### src/rtl/hazard_ctrl_mc.sv
// ---------------------------------------------------------------------------
// hazard_ctrl_mc
// Hazard controller for a 5-stage RV32I pipeline. Generates Execute operand
// forwarding selects, stage stall/flush lines for load-use, taken branches,
// memory waits and a multi-cycle divider, and keeps saturating counters of
// stall and flush cycles.
//
// Parameters
//   AW          register index width
//   DIV_LATENCY divider compute cycles (>= 1)
//   CNT_W       performance counter width
//
// Ports
//   clk, rst_n                       clock, async active-low reset
//   rs1D, rs2D, rs1E, rs2E           source indices in D and E
//   rdE, rdM, rdW                    destination indices in E, M, W
//   RegWriteM, RegWriteW             register write enables in M, W
//   ResultSrcE0, ResultSrcM0         load in E / load in M
//   mem_ready                        load in M has completed
//   PCSrcE                           branch/jump taken in E
//   RtypedivE                        div/rem in E
//   forwardaE, forwardbE             00 regfile, 01 from W, 10 from M
//   stallF/D/E/M                     stage hold
//   flushD/E/M/W                     bubble insert
//   div_start, div_busy, div_done    divider handshake
//   stall_cycles, flush_count        saturating performance counters
//
// Divider FSM
//   state  | meaning
//   IDLE   | no divide in flight; launches when a div reaches E
//   BUSY   | divider computing; counter runs down to zero
//   DONE   | result valid; held here while memory wait is active
// ---------------------------------------------------------------------------
module hazard_ctrl_mc #(
   parameter int AW          = 5,
   parameter int DIV_LATENCY = 32,
   parameter int CNT_W       = 32
) (
   input  logic             clk,
   input  logic             rst_n,
   input  logic [AW-1:0]    rs1D,
   input  logic [AW-1:0]    rs2D,
   input  logic [AW-1:0]    rs1E,
   input  logic [AW-1:0]    rs2E,
   input  logic [AW-1:0]    rdE,
   input  logic [AW-1:0]    rdM,
   input  logic [AW-1:0]    rdW,
   input  logic             RegWriteM,
   input  logic             RegWriteW,
   input  logic             ResultSrcE0,
   input  logic             ResultSrcM0,
   input  logic             mem_ready,
   input  logic             PCSrcE,
   input  logic             RtypedivE,
   output logic [1:0]       forwardaE,
   output logic [1:0]       forwardbE,
   output logic             stallF,
   output logic             stallD,
   output logic             stallE,
   output logic             stallM,
   output logic             flushD,
   output logic             flushE,
   output logic             flushM,
   output logic             flushW,
   output logic             div_start,
   output logic             div_busy,
   output logic             div_done,
   output logic [CNT_W-1:0] stall_cycles,
   output logic [CNT_W-1:0] flush_count
);

   localparam int            CW       = $clog2(DIV_LATENCY + 1);
   localparam logic [CW-1:0] DIV_LOAD = CW'(DIV_LATENCY - 1);

   typedef enum logic [1:0] {
      S_IDLE = 2'd0,
      S_BUSY = 2'd1,
      S_DONE = 2'd2
   } state_t;

   state_t           r_state;
   state_t           w_state_nxt;
   logic [CW-1:0]    r_div_cnt;
   logic [CW-1:0]    w_div_cnt_nxt;
   logic [CNT_W-1:0] r_stall_cycles;
   logic [CNT_W-1:0] r_flush_count;

   logic             w_lwstall;
   logic             w_memstall;
   logic             w_divstall;

   // ------------------------------------------------------------------
   // Forwarding: M has priority over W, x0 is never forwarded
   // ------------------------------------------------------------------
   always_comb begin
      forwardaE = 2'b00;
      if (rs1E != '0) begin
         if (RegWriteM && (rs1E == rdM))
            forwardaE = 2'b10;
         else if (RegWriteW && (rs1E == rdW))
            forwardaE = 2'b01;
      end
   end

   always_comb begin
      forwardbE = 2'b00;
      if (rs2E != '0) begin
         if (RegWriteM && (rs2E == rdM))
            forwardbE = 2'b10;
         else if (RegWriteW && (rs2E == rdW))
            forwardbE = 2'b01;
      end
   end

   // ------------------------------------------------------------------
   // Hazard detection
   // ------------------------------------------------------------------
   assign w_lwstall  = ResultSrcE0 && (rdE != '0) && ((rdE == rs1D) || (rdE == rs2D));
   assign w_memstall = ResultSrcM0 && !mem_ready;
   assign w_divstall = RtypedivE && (r_state != S_DONE);

   // memstall freezes everything, so no flush may land in a held stage;
   // divstall keeps D and E holding together, so E must not be flushed.
   assign stallF = w_lwstall || w_memstall || w_divstall;
   assign stallD = stallF;
   assign stallE = w_memstall || w_divstall;
   assign stallM = w_memstall;

   assign flushD = PCSrcE && !w_memstall;
   assign flushE = (w_lwstall || PCSrcE) && !w_memstall && !w_divstall;
   assign flushM = w_divstall && !w_memstall;
   assign flushW = w_memstall;

   // ------------------------------------------------------------------
   // Divider FSM: state register
   // ------------------------------------------------------------------
   always_ff @(posedge clk or negedge rst_n) begin
      if (!rst_n) begin
         r_state   <= S_IDLE;
         r_div_cnt <= '0;
      end else begin
         r_state   <= w_state_nxt;
         r_div_cnt <= w_div_cnt_nxt;
      end
   end

   // ------------------------------------------------------------------
   // Divider FSM: next state
   // BUSY countdown is not paused by memstall; only DONE can be stretched.
   // ------------------------------------------------------------------
   always_comb begin
      w_state_nxt   = r_state;
      w_div_cnt_nxt = r_div_cnt;
      case (r_state)
         S_IDLE: begin
            if (RtypedivE && !w_memstall) begin
               w_state_nxt   = S_BUSY;
               w_div_cnt_nxt = DIV_LOAD;
            end
         end
         S_BUSY: begin
            if (r_div_cnt == '0)
               w_state_nxt = S_DONE;
            else
               w_div_cnt_nxt = r_div_cnt - CW'(1);
         end
         S_DONE: begin
            if (!w_memstall)
               w_state_nxt = S_IDLE;
         end
         default: begin
            w_state_nxt   = S_IDLE;
            w_div_cnt_nxt = '0;
         end
      endcase
   end

   // ------------------------------------------------------------------
   // Divider FSM: outputs
   // div_start is gated by rst_n so no launch is seen while reset is held.
   // ------------------------------------------------------------------
   always_comb begin
      div_start = 1'b0;
      div_busy  = 1'b0;
      div_done  = 1'b0;
      case (r_state)
         S_IDLE:  div_start = rst_n && RtypedivE && !w_memstall;
         S_BUSY:  div_busy  = 1'b1;
         S_DONE:  div_done  = !w_memstall;
         default: div_start = 1'b0;
      endcase
   end

   // ------------------------------------------------------------------
   // Saturating performance counters
   // ------------------------------------------------------------------
   always_ff @(posedge clk or negedge rst_n) begin
      if (!rst_n) begin
         r_stall_cycles <= '0;
         r_flush_count  <= '0;
      end else begin
         if (stallF && (r_stall_cycles != '1))
            r_stall_cycles <= r_stall_cycles + CNT_W'(1);
         if (flushD && (r_flush_count != '1))
            r_flush_count <= r_flush_count + CNT_W'(1);
      end
   end

   assign stall_cycles = r_stall_cycles;
   assign flush_count  = r_flush_count;

endmodule
### config.mk
export PLATFORM = sky130hd
export DESIGN_NAME = hazard_ctrl_mc
export DESIGN_NICKNAME = d
export VERILOG_FILES = /design/src/rtl/hazard_ctrl_mc.sv
export SDC_FILE = /design/constraint.sdc
export NUM_CORES = 1
export LEC_CHECK = 0
export ABC_AREA = 0
export BUFFER_PORTS_ARGS = -buffer_cell sky130_fd_sc_hd__buf_2
export CAP_MARGIN = 20
export CORE_MARGIN = 1.5
export CORE_UTILIZATION = 45
export DETAILED_ROUTE_END_ITERATION = 8
export GPL_ROUTABILITY_DRIVEN = 0
export GPL_TIMING_DRIVEN = 0
export PLACE_DENSITY = 0.74
export SYNTH_ARGS = -nofsm -noshare
export SYNTH_HDL_FRONTEND = slang
export SYNTH_SLANG_ARGS = --single-unit
### constraint.sdc
create_clock -name clk -period 2.1 [get_ports clk]
set_input_delay 0.315 -clock clk [delete_from_list [all_inputs] [get_ports clk]]
set_output_delay 0.315 -clock clk [all_outputs]
set_load 0.02 [all_outputs]
==> Implementation_results.wiki, run 1 <==
{| class="wikitable"
! Metric !! Value
|-
| Final routed wire length divided by cell count || 14.2 um
|-
| Number of ports placed on the die boundary || 123
|-
| Post-route DRC violation count || 0
|-
| Aggregate global-route resource usage || around a fifth
|-
| FF-to-FF setup slack || around 100 ps
|-
| Critical register-to-register path startpoint || stall_cycles[9]
|-
| Highest-delay cell along the critical path || or4_4
|-
| Share of final-layout standard cells stronger than drive strength 1 || 33.3%
|-
| Leftover overflow at the end of global routing || 0
|-
| Worst Path Max Fanout || 3
|-
| Number of cells traversed by the worst hold path || 3
|-
| Ant. Diodes || 0
|-
| CP cell instances || buf_2, or4_4, o21ai_4, buf_4, nor2_1, nor2_1, nor2_1, buf_2
|-
| Area share of the largest cell type after synthesis || 45.1%
|-
| Worst hold slack across all endpoints || 368 ps
|-
| Category of the worst setup path launch point || input pin
|-
| Count of antenna-violating nets left after detailed routing || 0
|-
| Post-DP HPWL || 6.94 mm
|-
| Number of warnings reported in the yosys synthesis log || 0
|-
| Post-synthesis cell count || 405
|-
| Register share of total power || a little over two fifths
|-
| EDFF count, synth || 0
|-
| Worst-case clock buffer depth || 2
|-
| Setup repair after global routing missed its margin || yes
|-
| Launch point of the worst hold path || RtypedivE
|-
| Count of routing violations after the opening detailed-route iteration || 129
|-
| Leakage Power || 2.54 nW
|-
| DR pass1 iterations || 4
|-
| Number of placed instances, taps included || about 640
|-
| Post-Synthesis Net Count || between 400 and 500
|-
| Max-slew violation count || 0
|-
| Post-synthesis sequential area ratio || between 40% and 50%
|-
| Total routed wirelength || 9.51 mm
|-
| Starting utilization of the core area || 46.0%
|-
| Cell depth of the worst flop-to-flop path || 7
|-
| Clk_lat worst skew || 360 ps
|-
| Most area-hungry cell type in the Yosys netlist || dfrtp_1
|-
| Initial antenna violation count || 0
|-
| Synthesis-to-layout area growth || 30.5%
|-
| Area of combinational cells with multiple inputs || about 2200 um2
|-
| Net switching fraction of the power || roughly 36%
|-
| Number of global-route vias before repair || about 3,500
|-
| Area contributors post-synth || dfrtp_1 (45%), xnor2_1 (12%), xor2_1 (8.1%), nand3_1 (3.9%), nor2_1 (3.6%)
|-
| Hold worst-path end || r_div_cnt[5]
|-
| Setup Total Neg Slack || 0 ps
|-
| Post-Route Skew || roughly 10 ps
|-
| Post-synth cell types || 49
|-
| Required time of the critical path || between 1500 and 2000 ps
|-
| Critical Path Sink Type || primary output
|-
| Worst Path Class, Setup || input pin to primary output
|-
| Tightest Pin Transition || just under 900 ps
|-
| Final instance count without filler cells || approximately 670
|-
| Largest net degree at the start of global routing || 54
|-
| Via-to-Cell Ratio || around 5.2
|-
| Cell row count || 34
|-
| Portion of the clock cycle consumed by the worst path in the final layout || 97.7%
|-
| Area of all sequential standard cells || between 1500 and 2000 um2
|-
| Psw || 1.58 mW
|-
| Clock buffers created by TritonCTS || 9
|-
| Hold violation count in the final report || 0
|-
| Depth of the CTS H-tree || 3
|-
| Worst relative slew slack || between 40% and 50%
|-
| Mapped cell area || between 3000 and 4000 um2
|-
| Worst IR drop on VDD || ~800 uV
|-
| Global-route wire length before repair || 15.8 mm
|-
| Die height || between 90 and 100 um
|-
| Core ar. || ~8700 um2
|-
| Via count || around 3,500
|-
| Result of the run || completed
|-
| Max-capacitance violation count || 0
|-
| Sinks on Clock Net || 72
|-
| Maximum cell stage delay along the critical path || roughly 550 ps
|-
| Root cell of the clock tree || clkbuf_8
|-
| Die W || a little under 100 um
|-
| Net count of the finished layout || between 600 and 700
|-
| Clock share of power || 27.8%
|-
| Post-synth ARST share || 100%
|-
| Capture instance of the worst register-to-register path || stall_cycles[13]
|-
| Arrival time reported for the critical path endpoint || 1740 ps
|-
| Total power after layout || around 4.4 mW
|-
| Time the worst path needs with I/O delays and setup || around 2100 ps
|-
| Number of fill cells || 769
|-
| Clock edge transition at the registers on the reported setup and hold paths || roughly 70 ps
|-
| Average cell area after synthesis || 9.86 um2
|-
| Gate power share || between 20% and 30%
|-
| Number of buffer cells added on primary ports || 122
|-
| Min-delay worst type || input pin to flip-flop
|-
| Clock tree from TritonCTS || built
|-
| Most used flip-flop cell after synthesis || dfrtp_1
|-
| Final cell utilization of the core || 60.1%
|-
| Power density relative to cell area || about 840 nW/um2
|-
| Full die area || around 9500 um2
|-
| Synth Register Bits || 72
|-
| Internal power || roughly 2.8 mW
|-
| Cell type with the highest occurrence count on the critical path || nor2_1
|-
| Max Fclk || ~490 MHz
|-
| Number of setup violations in the final report || 0
|}
[stage by stage]
step           setup WS (ps)  cell area (um2)
5_1_grt                -29.5             5220
3_5_place_dp            -338             4770
2_1_floorplan           5.05             4000
4_1_cts                -39.1             5050
6_report                49.1             5220
3_3_place_gp            -347             4740
[cell families after synthesis]
kind of cell,synth area share (%)
xor+xnor,19.9
fa+ha+maj,1.25
buf+inv,2.22
simple gates,26.5
flops,45.1
mux,0.846
compound gates,4.13
[flip-flops by register name (all words and copies together), names as in the netlist]
name,flops
r_div_cnt,6
flush_count,32
stall_cycles,32
r_state,2
[critical path, delay by kind of cell]
kind / cells / cell delay (ps)
AND/OR/NAND/NOR: 4 / 790
buffers and inverters: 3 / 410
AO/OA/AOI/OAI: 1 / 210
[final cells by class]
type	count	share of cell area [%]
buffer	7	0.960
clock buffer	9	2.38
clock inverter	7	1.82
inverter	12	0.864
multi-input combinational	314	41.9
sequential	72	34.7
tap	108	2.59
timing repair buffer	140	14.8
[power groups by stage]
stage | Combinational [mW] | Clock, mW | Sequential [mW]
after CTS | 1.24 | 1.25 | 1.89
after floorplan | 0.634 | 0 | 2.06
after global routing | 1.40 | 1.32 | 1.95
after global placement | 1.18 | 0 | 1.89
final | 1.27 | 1.22 | 1.91
after detailed placement | 1.23 | 0 | 1.91
[worst max path at each step]
stage	cells after the start	startpoint	to
2_1_floorplan	5	flush_count[7]	flush_count[1]
3_3_place_gp	3	rst_n	div_start
3_5_place_dp	7	rdE[1]	stallF
4_1_cts	7	rdE[1]	stallF
5_1_grt	8	rdE[1]	flushE
6_report	8	rdE[1]	flushE
[routing by layer]
layer  track usage (%)  up-vias  share of wire (%)
met5                 0        -                  0
met1              25.9     1662                 45
met3              5.61       10                4.8
li1                  -     1708                  -
met4              5.16        0                1.1
met2              34.0       97                 49
[cell usage after synthesis (2+ instances only)]
master    number
and4_4         2
and2_1         4
and4_1         3
or4_1          3
a21oi_1        4
xor2_1        37
nand4_1       21
nor4b_1        4
nand3_1       31
o21ai_1        2
and3_1        17
nor2_1        38
o21ai_0        7
dfrtp_1       72
inv_1         12
buf_2          2
clkbuf_1       2
xnor2_1       54
nor4_4         2
nand2_1       35
mux2_2         2
buf_4          2
nand2b_1       4
nor4_1         5
ha_1           4
a21o_1         2
nor3_1        10
nor3_2         3
[layout by cell type (no fill, tap or decap), types with 2 or more instances in the layout]
cell,instances
nand3_1,30
o21ai_4,2
clkbuf_8,9
and3_1,17
mux2_2,2
dfrtp_2,6
nor4b_1,4
nand4_1,21
clkbuf_1,2
and4_1,3
dfrtp_1,66
buf_2,122
buf_6,2
bufinv_16,2
dlygate4sd3_1,2
inv_1,12
o21ai_0,6
nor2_1,38
nand2_1,35
nor4_1,4
ha_1,4
a21oi_1,3
xor2_1,37
nor3_2,3
nand2b_1,3
nor4_4,3
and4_4,2
nor3_1,10
or4_1,2
xnor2_1,54
a21o_1,2
and2_1,4
clkinv_2,2
nand2b_4,2
buf_4,18
[repair_timing]
item | 4_1_cts | 5_1_grt
buffers inserted | 1 | 14
setup endpoints to repair | 4 | 17
resized for setup | 8 | 13
pin swaps | 2 | 10
hold buffers | 2 | 0
hold endpoints to repair | 20 | 0
Note: power is estimated with default switching activity, not from simulation.
==> inputs of run 2 (changes only) <==
CTS_BUF_LIST = sky130_fd_sc_hd__clkbuf_2   (was not set)
==> Implementation_results.wiki, run 2 (synthesized netlist as in run 1, its figures left out) <==
{| class="wikitable"
! Metric !! Value
|-
| Max Fclk || 496 MHz (+1.8%)
|-
| Ant. Diodes || 0 (unchanged)
|-
| Total routed wirelength || 9.68 mm (+1.8%)
|-
| Time the worst path needs with I/O delays and setup || 2010 ps (-36.2 ps)
|-
| Cell row count || 34 (unchanged)
|-
| Starting utilization of the core area || 46.0% (unchanged)
|-
| Min-delay worst type || input pin to async pin
|-
| Number of ports placed on the die boundary || 123 (unchanged)
|-
| Core ar. || 8680 um2 (unchanged)
|-
| Initial antenna violation count || 0 (unchanged)
|-
| Number of placed instances, taps included || 636 (unchanged)
|-
| Post-Place Worst Slack || -338 ps (unchanged)
|-
| Setup repair after global routing missed its margin || yes
|-
| Clock edge transition at the registers on the reported setup and hold paths || 230 ps (+160 ps)
|-
| Critical Path Sink Type || flip-flop
|-
| Max-slew violation count || 0 (unchanged)
|-
| Result of the run || completed
|-
| Tightest Pin Transition || 518 ps (-355 ps)
|-
| Count of antenna-violating nets left after detailed routing || 0 (unchanged)
|-
| Count of routing violations after the opening detailed-route iteration || 130 (+0.78%)
|-
| Arrival time reported for the critical path endpoint || 2440 ps (+700 ps)
|-
| Worst Path Max Fanout || 8 (+5)
|-
| Via count || 3,517 (+1.2%)
|-
| Via-to-Cell Ratio || 5.23 (+0.55%)
|-
| Die height || 97.2 um (unchanged)
|-
| Leakage Power || 2.54 nW (about the same)
|-
| Full die area || 9450 um2 (unchanged)
|-
| Number of global-route vias before repair || 3,525 (+1.1%)
|-
| Post-Route Skew || 29.8 ps (+19.3 ps)
|-
| Leftover overflow at the end of global routing || 0 (unchanged)
|-
| Top library cells by usage in the layout, fill and taps aside || buf_2 (120), dfrtp_1 (64), xnor2_1 (54), xor2_1 (37), nor2_1 (36)
|-
| Largest net degree at the start of global routing || 53 (-1.9%)
|-
| Required time of the critical path || 2530 ps (+750 ps)
|-
| Portion of the clock cycle consumed by the worst path in the final layout || 95.9% (-1.7 points)
|-
| Post-route DRC violation count || 0 (unchanged)
|-
| Final worst slack || 85.3 ps (+36.2 ps)
|-
| Aggregate global-route resource usage || 20.7% (+0.43 points)
|-
| Worst-case clock buffer depth || 2 (unchanged)
|-
| Cell depth of the worst flop-to-flop path || 6 (-1)
|-
| Power density relative to cell area || 794 nW/um2 (-5.8%)
|-
| Capture instance of the worst register-to-register path || stall_cycles[31]
|-
| Final instance count without filler cells || 673 (+0.60%)
|-
| Clk_lat worst skew || 520 ps (+160 ps)
|-
| Number of setup violations in the final report || 0 (unchanged)
|-
| Post-DP HPWL || 6.94 mm (unchanged)
|-
| Net count of the finished layout || 608 (+0.66%)
|-
| Worst IR drop on VDD || 709 uV (-12%)
|-
| Global-route wire length before repair || 16.2 mm (+2.4%)
|-
| Die W || 97.2 um (unchanged)
|-
| DR pass1 iterations || 4 (unchanged)
|-
| Commonest non-fill, non-tap cell in the layout || buf_2
|-
| Depth of the CTS H-tree || 3 (unchanged)
|-
| Clock buffers created by TritonCTS || 9 (unchanged)
|-
| Setup Total Neg Slack || 0 ps (unchanged)
|-
| FF-to-FF setup slack || 90 ps (about the same)
|-
| Category of the worst setup path launch point || flip-flop
|-
| Synthesis-to-layout area growth || 29.9%
|-
| Worst relative slew slack || 65.2% (+24 points)
|-
| Share of final-layout standard cells stronger than drive strength 1 || 35.0% (+1.7 points)
|-
| Final routed wire length divided by cell count || 14.4 um (+1.2%)
|-
| Worst Path Class, Setup || flip-flop to flip-flop
|-
| Critical register-to-register path startpoint || stall_cycles[9]
|-
| Sinks on Clock Net || 72 (unchanged)
|-
| Root cell of the clock tree || clkbuf_2
|-
| Hold violation count in the final report || 0 (unchanged)
|-
| Number of buffer cells added on primary ports || 122 (unchanged)
|-
| Clock tree from TritonCTS || built
|-
| Max-capacitance violation count || 0 (unchanged)
|}
[run 2: cell count changes in the layout (fill, tap and decap cells not counted), moves of 2 or more]
cell      change
clkbuf_8      -9
clkbuf_2     +10
nor2_1        -2
buf_2         -2
dfrtp_1       -2
dfrtp_2       +2
buf_4         +5
[run 2: through the flow]
step                area, um2  hold WS (ps)  util, %  power, mW
floorplan                4000          19.4        -       2.69
global placement         4740           467     54.7       3.08
detailed placement       4770           222     55.0       3.14
CTS                      5040           144     58.1       4.11
global route             5190           124     59.8       4.38
finish                   5190           180     59.8       4.12
[run 2: final cells by class]
class | instances | area [um2]
multi-input cells | 314 | 2180
fillers | 775 | 3490
inverters | 12 | 47.5
flip-flops and latches | 72 | 1810
repair buffers | 147 | 860
plain buffers | 4 | 21.3
well taps | 108 | 135
clock inverters | 7 | 95.1
clock buffers | 9 | 45.0
[run 2: worst max-delay path by stage]
stage               cells after the start  slack, ps            start                to
CTS                                     6        -20       r_state[0]            flushE
finish                                  6         90  stall_cycles[9]  stall_cycles[31]
global placement                        3       -350            rst_n         div_start
global route                            6        -10       r_state[0]            flushE
floorplan                               5          5   flush_count[7]    flush_count[1]
detailed placement                      7       -340           rdE[1]            stallF
[run 2: where the power goes]
group / internal, mW / switching [mW]
Clock: 0.396 / 0.525
Sequential: 1.62 / 0.276
Combinational: 0.559 / 0.751
[run 2: worst max-delay path, stage by stage (launching register included)]
cell and delay [ps]:
dfrtp_2 470, and4_4 210, and3_4 190, and4_4 170
a2111o_1 530, nor3_2 190, xor2_1 180
[run 2: per-layer routing]
layer / GRT usage (%) / share of wire (%)
met5: 0 / 0
met1: 26.5 / 45
met3: 4.46 / 5.6
met4: 6.26 / 0.99
met2: 35.1 / 49
[run 2: repair_timing]
action / 4_1_cts / 5_1_grt
setup buffers: 4 / 18
gates resized for setup: 16 / 18
cloned: 0 / 0
pin swaps: 3 / 9
setup endpoints to repair: 7 / 24
endpoints found under the hold margin: 72 / 0
hold buffers: 2 / 0
